--- src/rtl/lcd_text_ctrl_if.sv ---
// lcd_text_ctrl_if: host-write port and LCD pin bundle for lcd_text_ctrl.
//   wr_en/wr_addr/wr_char : buffer write, one cell per cycle (cell = row*COLS+col)
//   clr                   : one-cycle pulse, fills the buffer with 0x20
//   lcd_en/rw/rs/data     : HD44780 pins (rw tied 0, data latched on en fall)
//   init_done             : sticky, set once the init sequence completes
//   frame_done            : one-cycle pulse at the end of each full refresh
// Modports: master = host/bench side, slave = controller side.
interface lcd_text_ctrl_if #(
  parameter int ADDR_W = 7
);
  logic              wr_en;
  logic [ADDR_W-1:0] wr_addr;
  logic [7:0]        wr_char;
  logic              clr;
  logic              lcd_en;
  logic              lcd_rw;
  logic              lcd_rs;
  logic [7:0]        lcd_data;
  logic              init_done;
  logic              frame_done;

  modport master (
    output wr_en, wr_addr, wr_char, clr,
    input  lcd_en, lcd_rw, lcd_rs, lcd_data, init_done, frame_done
  );

  modport slave (
    input  wr_en, wr_addr, wr_char, clr,
    output lcd_en, lcd_rw, lcd_rs, lcd_data, init_done, frame_done
  );
endinterface

--- src/rtl/lcd_text_ctrl.sv ---
// lcd_text_ctrl: HD44780-compatible character LCD controller with a
// host-writable ROWS x COLS text buffer. After PWRUP cycles it runs a fixed
// init sequence, then refreshes the whole buffer row by row forever.
// Every bus transfer is one STEP-cycle step: rs/data registered at step
// start, lcd_en high for the first STEP/2 cycles, low for the rest.
//
// Ports:
//   clk, rst_n : clock, asynchronous active-low reset
//   bus        : lcd_text_ctrl_if.slave (host writes in, LCD pins out)
//
// Build option: define LCD_NIBBLE_MODE_EN for a 4-bit bus (each byte sent
// as high then low nibble on lcd_data[7:4], 0x3/0x3/0x3/0x2 wake-up prefix,
// function set 0x28). Undefined: 8-bit bus.
module lcd_text_ctrl #(
  parameter int CLK_HZ   = 50_000_000,
  parameter int PWRUP_US = 20_000,
  parameter int STEP_US  = 2_000,
  parameter int COLS     = 16,
  parameter int ROWS     = 2,
  parameter int ADDR_W   = 7
) (
  input logic            clk,
  input logic            rst_n,
  lcd_text_ctrl_if.slave bus
);

  localparam int PWRUP = CLK_HZ / 1_000_000 * PWRUP_US;
  localparam int STEP  = CLK_HZ / 1_000_000 * STEP_US;
  localparam int CELLS = ROWS * COLS;
  localparam int TMAX  = (PWRUP > STEP) ? PWRUP : STEP;
  localparam int TW    = $clog2(TMAX + 1);
  localparam int CW    = (COLS > 1) ? $clog2(COLS) : 1;
  localparam int RW    = (ROWS > 1) ? $clog2(ROWS) : 1;
  localparam int AW_C  = (CELLS > 1) ? $clog2(CELLS) : 1;

`ifdef LCD_NIBBLE_MODE_EN
  localparam bit       NIBBLE    = 1'b1;
  localparam bit [3:0] INIT_LAST = 4'd8;
`else
  localparam bit       NIBBLE    = 1'b0;
  localparam bit [3:0] INIT_LAST = 4'd4;
`endif

  localparam logic [TW-1:0] PWRUP_T  = TW'(PWRUP);
  localparam logic [TW-1:0] STEP_T   = TW'(STEP - 1);
  localparam logic [TW-1:0] HALF_T   = TW'(STEP / 2 - 1);
  localparam logic [CW-1:0] COL_LAST = CW'(COLS - 1);
  localparam logic [RW-1:0] ROW_LAST = RW'(ROWS - 1);

  typedef enum logic [1:0] {S_PWRUP, S_INIT, S_ROW_ADDR, S_CHAR} state_t;

  // Descriptor of the step currently on the bus.
  typedef struct packed {
    state_t        st;
    logic [3:0]    idx;   // init step index
    logic [RW-1:0] row;
    logic [CW-1:0] col;
    logic          half;  // nibble mode: 1 = low-nibble step
  } cur_t;

  localparam cur_t CUR_RST = '{st: S_PWRUP, idx: 4'd0, row: '0, col: '0, half: 1'b0};

  function automatic logic [7:0] init_byte(input logic [3:0] i);
    logic [7:0] b;
`ifdef LCD_NIBBLE_MODE_EN
    // Steps 0..3 are single-nibble wake-up steps carried in the high nibble.
    case (i)
      4'd0, 4'd1, 4'd2: b = 8'h30;
      4'd3:             b = 8'h20;
      4'd4:             b = 8'h28;
      4'd5:             b = 8'h08;
      4'd6:             b = 8'h01;
      4'd7:             b = 8'h06;
      default:          b = 8'h0C;
    endcase
`else
    case (i)
      4'd0:    b = 8'h38;
      4'd1:    b = 8'h08;
      4'd2:    b = 8'h01;
      4'd3:    b = 8'h06;
      default: b = 8'h0C;
    endcase
`endif
    return b;
  endfunction

  function automatic logic [7:0] row_base(input logic [RW-1:0] r);
    logic [7:0] b;
    case (int'(r))
      0:       b = 8'h00;
      1:       b = 8'h40;
      2:       b = 8'h14;
      default: b = 8'h54;
    endcase
    return b;
  endfunction

  // ---------------- display buffer ----------------
  logic [CELLS-1:0][7:0] mem;
  logic [ADDR_W-1:0]     waddr;
  logic [AW_C-1:0]       widx;

  assign waddr = bus.wr_addr;
  assign widx  = AW_C'(waddr);

  always_ff @(posedge clk or negedge rst_n) begin
    if (!rst_n) begin
      mem <= {CELLS{8'h20}};
    end else if (bus.clr) begin
      mem <= {CELLS{8'h20}};                    // clear wins over a same-cycle write
    end else if (bus.wr_en && (int'(waddr) < CELLS)) begin
      mem[widx] <= bus.wr_char;
    end
  end

  // ---------------- sequencer ----------------
  cur_t          cur, nx;
  logic [TW-1:0] tcnt, tcnt_n;
  logic          en_q, en_n, rs_q, rs_n, init_q, init_n;
  logic [7:0]    data_q, data_n, byte_n;
  logic [AW_C-1:0] rd_idx;
  logic          step_start, nib_only, last_char;
`ifdef LCD_NIBBLE_MODE_EN
  // Low nibble is latched with the high nibble so both halves of a
  // character come from the same buffer sample.
  logic [3:0]    lo_q, lo_n;
`endif

  always_ff @(posedge clk or negedge rst_n) begin
    if (!rst_n) begin
      cur    <= CUR_RST;
      tcnt   <= '0;
      en_q   <= 1'b0;
      rs_q   <= 1'b0;
      data_q <= 8'h00;
      init_q <= 1'b0;
`ifdef LCD_NIBBLE_MODE_EN
      lo_q   <= 4'h0;
`endif
    end else begin
      cur    <= nx;
      tcnt   <= tcnt_n;
      en_q   <= en_n;
      rs_q   <= rs_n;
      data_q <= data_n;
      init_q <= init_n;
`ifdef LCD_NIBBLE_MODE_EN
      lo_q   <= lo_n;
`endif
    end
  end

  always_comb begin
    nx         = cur;
    tcnt_n     = tcnt + 1'b1;
    en_n       = en_q;
    rs_n       = rs_q;
    data_n     = data_q;
    init_n     = init_q;
    byte_n     = 8'h00;
    rd_idx     = '0;
    step_start = 1'b0;
`ifdef LCD_NIBBLE_MODE_EN
    lo_n       = lo_q;
`endif
    nib_only   = NIBBLE && (cur.st == S_INIT) && (cur.idx < 4'd4);
    last_char  = (cur.st == S_CHAR) && (cur.col == COL_LAST) &&
                 (cur.row == ROW_LAST) && (!NIBBLE || cur.half);

    if (cur.st == S_PWRUP) begin
      if (tcnt == PWRUP_T) begin
        step_start = 1'b1;
        nx.st      = S_INIT;
        nx.idx     = 4'd0;
        nx.half    = 1'b0;
      end
    end else begin
      if (tcnt == HALF_T) en_n = 1'b0;
      if (tcnt == STEP_T) begin
        step_start = 1'b1;
        if (NIBBLE && !cur.half && !nib_only) begin
          nx.half = 1'b1;
        end else begin
          nx.half = 1'b0;
          unique case (cur.st)
            S_INIT: begin
              if (cur.idx == INIT_LAST) begin
                nx.st  = S_ROW_ADDR;
                nx.row = '0;
                nx.col = '0;
                init_n = 1'b1;
              end else begin
                nx.idx = cur.idx + 4'd1;
              end
            end
            S_ROW_ADDR: begin
              nx.st  = S_CHAR;
              nx.col = '0;
            end
            S_CHAR: begin
              if (cur.col == COL_LAST) begin
                nx.st  = S_ROW_ADDR;
                nx.col = '0;
                nx.row = (cur.row == ROW_LAST) ? '0 : cur.row + 1'b1;
              end else begin
                nx.col = cur.col + 1'b1;
              end
            end
            default: ;
          endcase
        end
      end
    end

    // Load the next step's bus values; buffer cell sampled here.
    if (step_start) begin
      tcnt_n = '0;
      en_n   = 1'b1;
      rd_idx = AW_C'(int'(nx.row) * COLS + int'(nx.col));
      case (nx.st)
        S_INIT: begin
          byte_n = init_byte(nx.idx);
          rs_n   = 1'b0;
        end
        S_ROW_ADDR: begin
          byte_n = 8'h80 | row_base(nx.row);
          rs_n   = 1'b0;
        end
        default: begin
          byte_n = mem[rd_idx];
          rs_n   = 1'b1;
        end
      endcase
`ifdef LCD_NIBBLE_MODE_EN
      if (nx.half) begin
        data_n = {lo_q, 4'h0};
      end else begin
        data_n = {byte_n[7:4], 4'h0};
        lo_n   = byte_n[3:0];
      end
`else
      data_n = byte_n;
`endif
    end
  end

  assign bus.lcd_en     = en_q;
  assign bus.lcd_rw     = 1'b0;
  assign bus.lcd_rs     = rs_q;
  assign bus.lcd_data   = data_q;
  assign bus.init_done  = init_q;
  assign bus.frame_done = last_char && (tcnt == STEP_T);

endmodule
--- src/flat_wrapper.sv ---
// flat-port wrapper written by rule: the top's interface ports become plain ports
module lcd_text_ctrl_flat 
#(
  parameter int CLK_HZ   = 50_000_000,
  parameter int PWRUP_US = 20_000,
  parameter int STEP_US  = 2_000,
  parameter int COLS     = 16,
  parameter int ROWS     = 2,
  parameter int ADDR_W   = 7
)
  (clk, rst_n, bus_wr_en, bus_wr_addr, bus_wr_char, bus_clr, bus_lcd_en, bus_lcd_rw, bus_lcd_rs, bus_lcd_data, bus_init_done, bus_frame_done);
  lcd_text_ctrl_if #(.ADDR_W(ADDR_W)) bus_i ();
  input logic clk;
  input logic rst_n;
  input wire logic [$bits(bus_i.wr_en)-1:0] bus_wr_en;
  input wire logic [$bits(bus_i.wr_addr)-1:0] bus_wr_addr;
  input wire logic [$bits(bus_i.wr_char)-1:0] bus_wr_char;
  input wire logic [$bits(bus_i.clr)-1:0] bus_clr;
  output wire logic [$bits(bus_i.lcd_en)-1:0] bus_lcd_en;
  output wire logic [$bits(bus_i.lcd_rw)-1:0] bus_lcd_rw;
  output wire logic [$bits(bus_i.lcd_rs)-1:0] bus_lcd_rs;
  output wire logic [$bits(bus_i.lcd_data)-1:0] bus_lcd_data;
  output wire logic [$bits(bus_i.init_done)-1:0] bus_init_done;
  output wire logic [$bits(bus_i.frame_done)-1:0] bus_frame_done;
  assign bus_i.wr_en = bus_wr_en;
  assign bus_i.wr_addr = bus_wr_addr;
  assign bus_i.wr_char = bus_wr_char;
  assign bus_i.clr = bus_clr;
  assign bus_lcd_en = bus_i.lcd_en;
  assign bus_lcd_rw = bus_i.lcd_rw;
  assign bus_lcd_rs = bus_i.lcd_rs;
  assign bus_lcd_data = bus_i.lcd_data;
  assign bus_init_done = bus_i.init_done;
  assign bus_frame_done = bus_i.frame_done;
  lcd_text_ctrl #(.CLK_HZ(CLK_HZ), .PWRUP_US(PWRUP_US), .STEP_US(STEP_US), .COLS(COLS), .ROWS(ROWS), .ADDR_W(ADDR_W)) u_core (.clk(clk), .rst_n(rst_n), .bus(bus_i));
endmodule
--- config.mk ---
export PLATFORM = sky130hd
export DESIGN_NAME = lcd_text_ctrl_flat
export DESIGN_NICKNAME = d
export VERILOG_FILES = /design/src/rtl/lcd_text_ctrl_if.sv /design/src/rtl/lcd_text_ctrl.sv /design/src/flat_wrapper.sv
export SDC_FILE = /design/constraint.sdc
export NUM_CORES = 1
export LEC_CHECK = 0
export CAP_MARGIN = 20
export CORE_AREA = 2 2 199 201
export CTS_CLUSTER_DIAMETER = 80
export DETAILED_ROUTE_END_ITERATION = 10
export DIE_AREA = 0 0 201 203
export SETUP_SLACK_MARGIN = 0.2
export SYNTH_ARGS = -nofsm -noshare
export SYNTH_HDL_FRONTEND = slang
export SYNTH_SLANG_ARGS = --single-unit
--- constraint.sdc ---
create_clock -name clk -period 2.8 [get_ports clk]
set_input_delay 0.42 -clock clk [delete_from_list [all_inputs] [get_ports clk]]
set_output_delay 0.42 -clock clk [all_outputs]
set_load 0.02 [all_outputs]
==> results.rst <==
.. list-table::
   :header-rows: 1

   * - Metric
     - Value
   * - Initial detailed-routing violation count
     - 1089
   * - Warnings from Yosys
     - 0
   * - Origin of the worst setup path
     - u_core.tcnt[13]
   * - CTS tree
     - built
   * - Port buffer count
     - 30
   * - Detailed-route vias per instance
     - 5.67
   * - Skew-Pair Late Insertion Delay
     - 0.53 ns
   * - Overflow left after global routing
     - 0
   * - Area enclosed by the die boundary
     - 40800 um^2
   * - Total Routing Usage GR
     - 24.2%
   * - Data arrival time at the worst-slack endpoint
     - 3.65 ns
   * - Final Routed Wirelength
     - 49500 um
   * - Synthesis-stage register bit count
     - 298
   * - Max Cap Violations
     - 0
   * - Via count of the first global-routing pass
     - 13100
   * - Capturing point of the worst reg2reg path
     - u_core.bus.lcd_data[7]
   * - Effective utilization at floorplan
     - 39.7%
   * - Worst clock skew on the final layout
     - 0.0122 ns
   * - Die width
     - 201 um
   * - Period Utilization, post-route
     - 114%
   * - Worst endpoint required time
     - 3.26 ns
   * - Final HPWL DP
     - 32500 um
   * - Run status
     - complete, but fails checks
   * - Initial antenna violation count
     - 0
   * - Remaining DRCs
     - 0
   * - Maximum vdd ir drop
     - 366 uV
   * - Area of the mapped netlist
     - 15300 um^2
   * - Diodes inserted
     - 0
   * - Final weighted congestion in routability-driven placement
     - 0.913
   * - Relative slew slack
     - 49.0%
   * - Min Tclk post-route
     - 3.19 ns
   * - Library cells used by synthesis
     - 75
   * - Final number of hold-violating endpoints
     - 0
   * - Max Freq
     - 0.313 GHz
   * - RSZ-0062 raised after global routing
     - true
   * - Leading cell types in the layout, fill and taps excluded
     - sky130_fd_sc_hd__nor2_1 (277), sky130_fd_sc_hd__dfrtp_1 (265), sky130_fd_sc_hd__mux2i_1 (225)
   * - Cell depth of the worst flop-to-flop path
     - 13
   * - First-pass GRT wire length
     - 77900 um
   * - Mean instance size in the synthesized netlist
     - 9.57 um^2
   * - Number of endpoints failing setup at the final stage
     - 8
   * - Ports
     - 32
   * - Classification of the worst-slack hold path
     - in2async
   * - R2R Setup Slk
     - -0.39 ns
   * - Deepest level of the CTS H-tree
     - 2
   * - Final-layout fill cell count
     - 3571
   * - FP Rows
     - 72
   * - Instance count after placement with tap cells included
     - 2239
   * - Number of buffers between clock root and the deepest sink
     - 3
   * - Slew at the pin with the worst max-slew slack
     - 0.765 ns
   * - Hold slack
     - 0.428 ns
   * - Fraction of post-synthesis cell area in the top cell type by area
     - 43.5%
   * - First drt pass iteration count
     - 5
   * - Area of the core
     - 38500 um^2
   * - Failing checks
     - negative setup slack
   * - Final Slew Violations
     - 0
   * - CP max FO
     - 16
   * - Clock input transition at the sequential cells of the worst setup and hold paths
     - 0.06 ns
   * - Cell taking the most area after synthesis
     - sky130_fd_sc_hd__dfrtp_1
   * - Post-synth ARST share
     - 100%
   * - Number of synthesized flops with an enable pin
     - 0
   * - Buffer cell driving the clock tree root
     - sky130_fd_sc_hd__clkbuf_16
   * - Most common cell after layout, fill and taps aside
     - sky130_fd_sc_hd__nor2_1
   * - Die extent in y
     - 203 um
   * - Final net count
     - 1800
   * - Via count
     - 13100
   * - Portion of the post-synthesis area used by sequential elements
     - 49.1%
   * - Most frequently used flop master after synthesis
     - sky130_fd_sc_hd__dfrtp_1
   * - Critical Path End Type
     - flop
   * - Finished Layout Cells
     - 2318
   * - Post-detailed-route wirelength per cell
     - 21.4 um
   * - Lkg Pwr
     - 9.11 nW
   * - Worst setup timing slack at the placement stage
     - -0.704 ns
   * - Area Growth Syn to Fin
     - 26.1%
   * - Synth Net Count
     - 1623
   * - Worst Slack Setup Final
     - -0.391 ns
   * - Largest net degree at the start of global routing
     - 102
   * - Gate Count Post-Synth
     - 1597
   * - Total clock buffers created by CTS
     - 35
   * - Final antenna-violating net count
     - 0
   * - Ratio of cells with drive above 1 in the final layout
     - 21.8%
   * - Main area contributors after synthesis
     - sky130_fd_sc_hd__dfrtp_1 (44%), sky130_fd_sc_hd__mux2i_1 (15%), sky130_fd_sc_hd__nor2_1 (6.9%)
   * - CP startpoint kind
     - flop
   * - Total power per unit cell area
     - 489 nW/um^2
   * - CTS Sinks
     - 298
   * - Worst Setup Path Type
     - reg2reg
   * - Final cell utilization of the core
     - 50.1%
   * - Reg2reg start
     - u_core.tcnt[13]
-- where the power goes --
group / leakage, nW / internal, mW / switching, mW
clock network: 0.581 / 2.91 / 1.82
registers: 4.04 / 4.32 / 0.00518
logic: 4.49 / 0.0876 / 0.289
total: 9.11 / 7.32 / 2.11
-- per-stage QoR --
stage	total power, mW	TNS [ns]	area (um^2)
after floorplan	4.54	-0.347	15400
after global placement	4.77	-3.45	17500
final	9.43	-2.58	19300
after global routing	9.72	-3.69	19300
after detailed placement	4.78	-3.78	17500
after CTS	9.50	-2.61	19000
-- critical path, stage by stage (launching register included) --
cell,delay (ns)
sky130_fd_sc_hd__dfrtp_1,0.41
sky130_fd_sc_hd__nor4b_4,0.35
sky130_fd_sc_hd__nand4_2,0.16
sky130_fd_sc_hd__or4_4,0.50
sky130_fd_sc_hd__and2_4,0.19
sky130_fd_sc_hd__inv_4,0.13
sky130_fd_sc_hd__buf_12,0.19
sky130_fd_sc_hd__buf_8,0.16
sky130_fd_sc_hd__nand2_1,0.07
sky130_fd_sc_hd__a311oi_2,0.35
sky130_fd_sc_hd__a21oi_2,0.05
sky130_fd_sc_hd__a31oi_1,0.27
sky130_fd_sc_hd__buf_4,0.15
sky130_fd_sc_hd__a221o_1,0.13
-- registers in the layout, summed over array words and instances (netlist names) --
signal / count
u_core.mem: 256
u_core.tcnt: 20
u_core.cur: 11
u_core.bus.lcd_data: 8
u_core.bus.init_done: 1
u_core.bus.lcd_en: 1
u_core.bus.lcd_rs: 1
-- synth_stat cells, types with 9 or more instances --
master and n:
sky130_fd_sc_hd__a211o_1 33, sky130_fd_sc_hd__a211oi_1 37, sky130_fd_sc_hd__a21oi_1 30, sky130_fd_sc_hd__a311oi_1 12, sky130_fd_sc_hd__a31oi_1 26, sky130_fd_sc_hd__a32oi_1 11
sky130_fd_sc_hd__and3_1 60, sky130_fd_sc_hd__buf_2 15, sky130_fd_sc_hd__clkbuf_1 91, sky130_fd_sc_hd__dfrtp_1 266, sky130_fd_sc_hd__dfstp_2 32, sky130_fd_sc_hd__inv_1 14
sky130_fd_sc_hd__mux2i_1 225, sky130_fd_sc_hd__nand2_1 225, sky130_fd_sc_hd__nand3_1 46, sky130_fd_sc_hd__nand4_1 9, sky130_fd_sc_hd__nor2_1 279, sky130_fd_sc_hd__nor2b_1 17
sky130_fd_sc_hd__nor3_1 10, sky130_fd_sc_hd__o21ai_0 21, sky130_fd_sc_hd__xnor2_1 9
-- how the worst max path moves through the flow --
| stage | to | cells after the start |
|---|---|---|
| finish | u_core.bus.lcd_data[7] | 13 |
| floorplan | u_core.bus.lcd_data[6] | 12 |
| global route | u_core.bus.lcd_data[5] | 16 |
| detailed placement | u_core.bus.lcd_data[1] | 11 |
| global placement | u_core.bus.lcd_data[1] | 11 |
| CTS | u_core.bus.lcd_data[1] | 11 |
-- logic make-up (layout without fill, tap and decap cells) --
kind of cell	count (synthesis)	after routing	synth area share (%)
compound gates	222	222	10.7
buf+inv	135	338	3.73
flops	298	298	49.1
simple gates	693	693	20.3
xor+xnor	16	16	0.917
mux	225	225	14.7
other cells	1	1	0.0245
fa+ha+maj	7	7	0.573
-- final cells by class --
type	instances	area [um^2]	area share, %
flip-flops and latches	298	7500	38.9
multi-input cells	1164	7600	39.4
clock buffers	56	1080	5.59
repair buffers	258	2270	11.8
inverters	17	67.6	0.351
well taps	518	648	3.36
clock inverters	7	116	0.604
-- per-layer routing --
metal  GRT usage (%)  wire length, um  part of all wire (%)
met2            38.0            22300                    45
met5               0                0                     0
met4            8.57             1910                   3.9
met1            33.9            22200                    45
met3            4.04             3050                   6.2
-- timing repair --
action	CTS	global route
buffers inserted	6	7
pin swaps	9	13
endpoints found under the hold margin	41	0
hold buffers	1	0
gates resized for setup	54	40
endpoints found under the setup margin	10	25
cloned	1	1
Note: power is estimated with default switching activity, not from simulation.
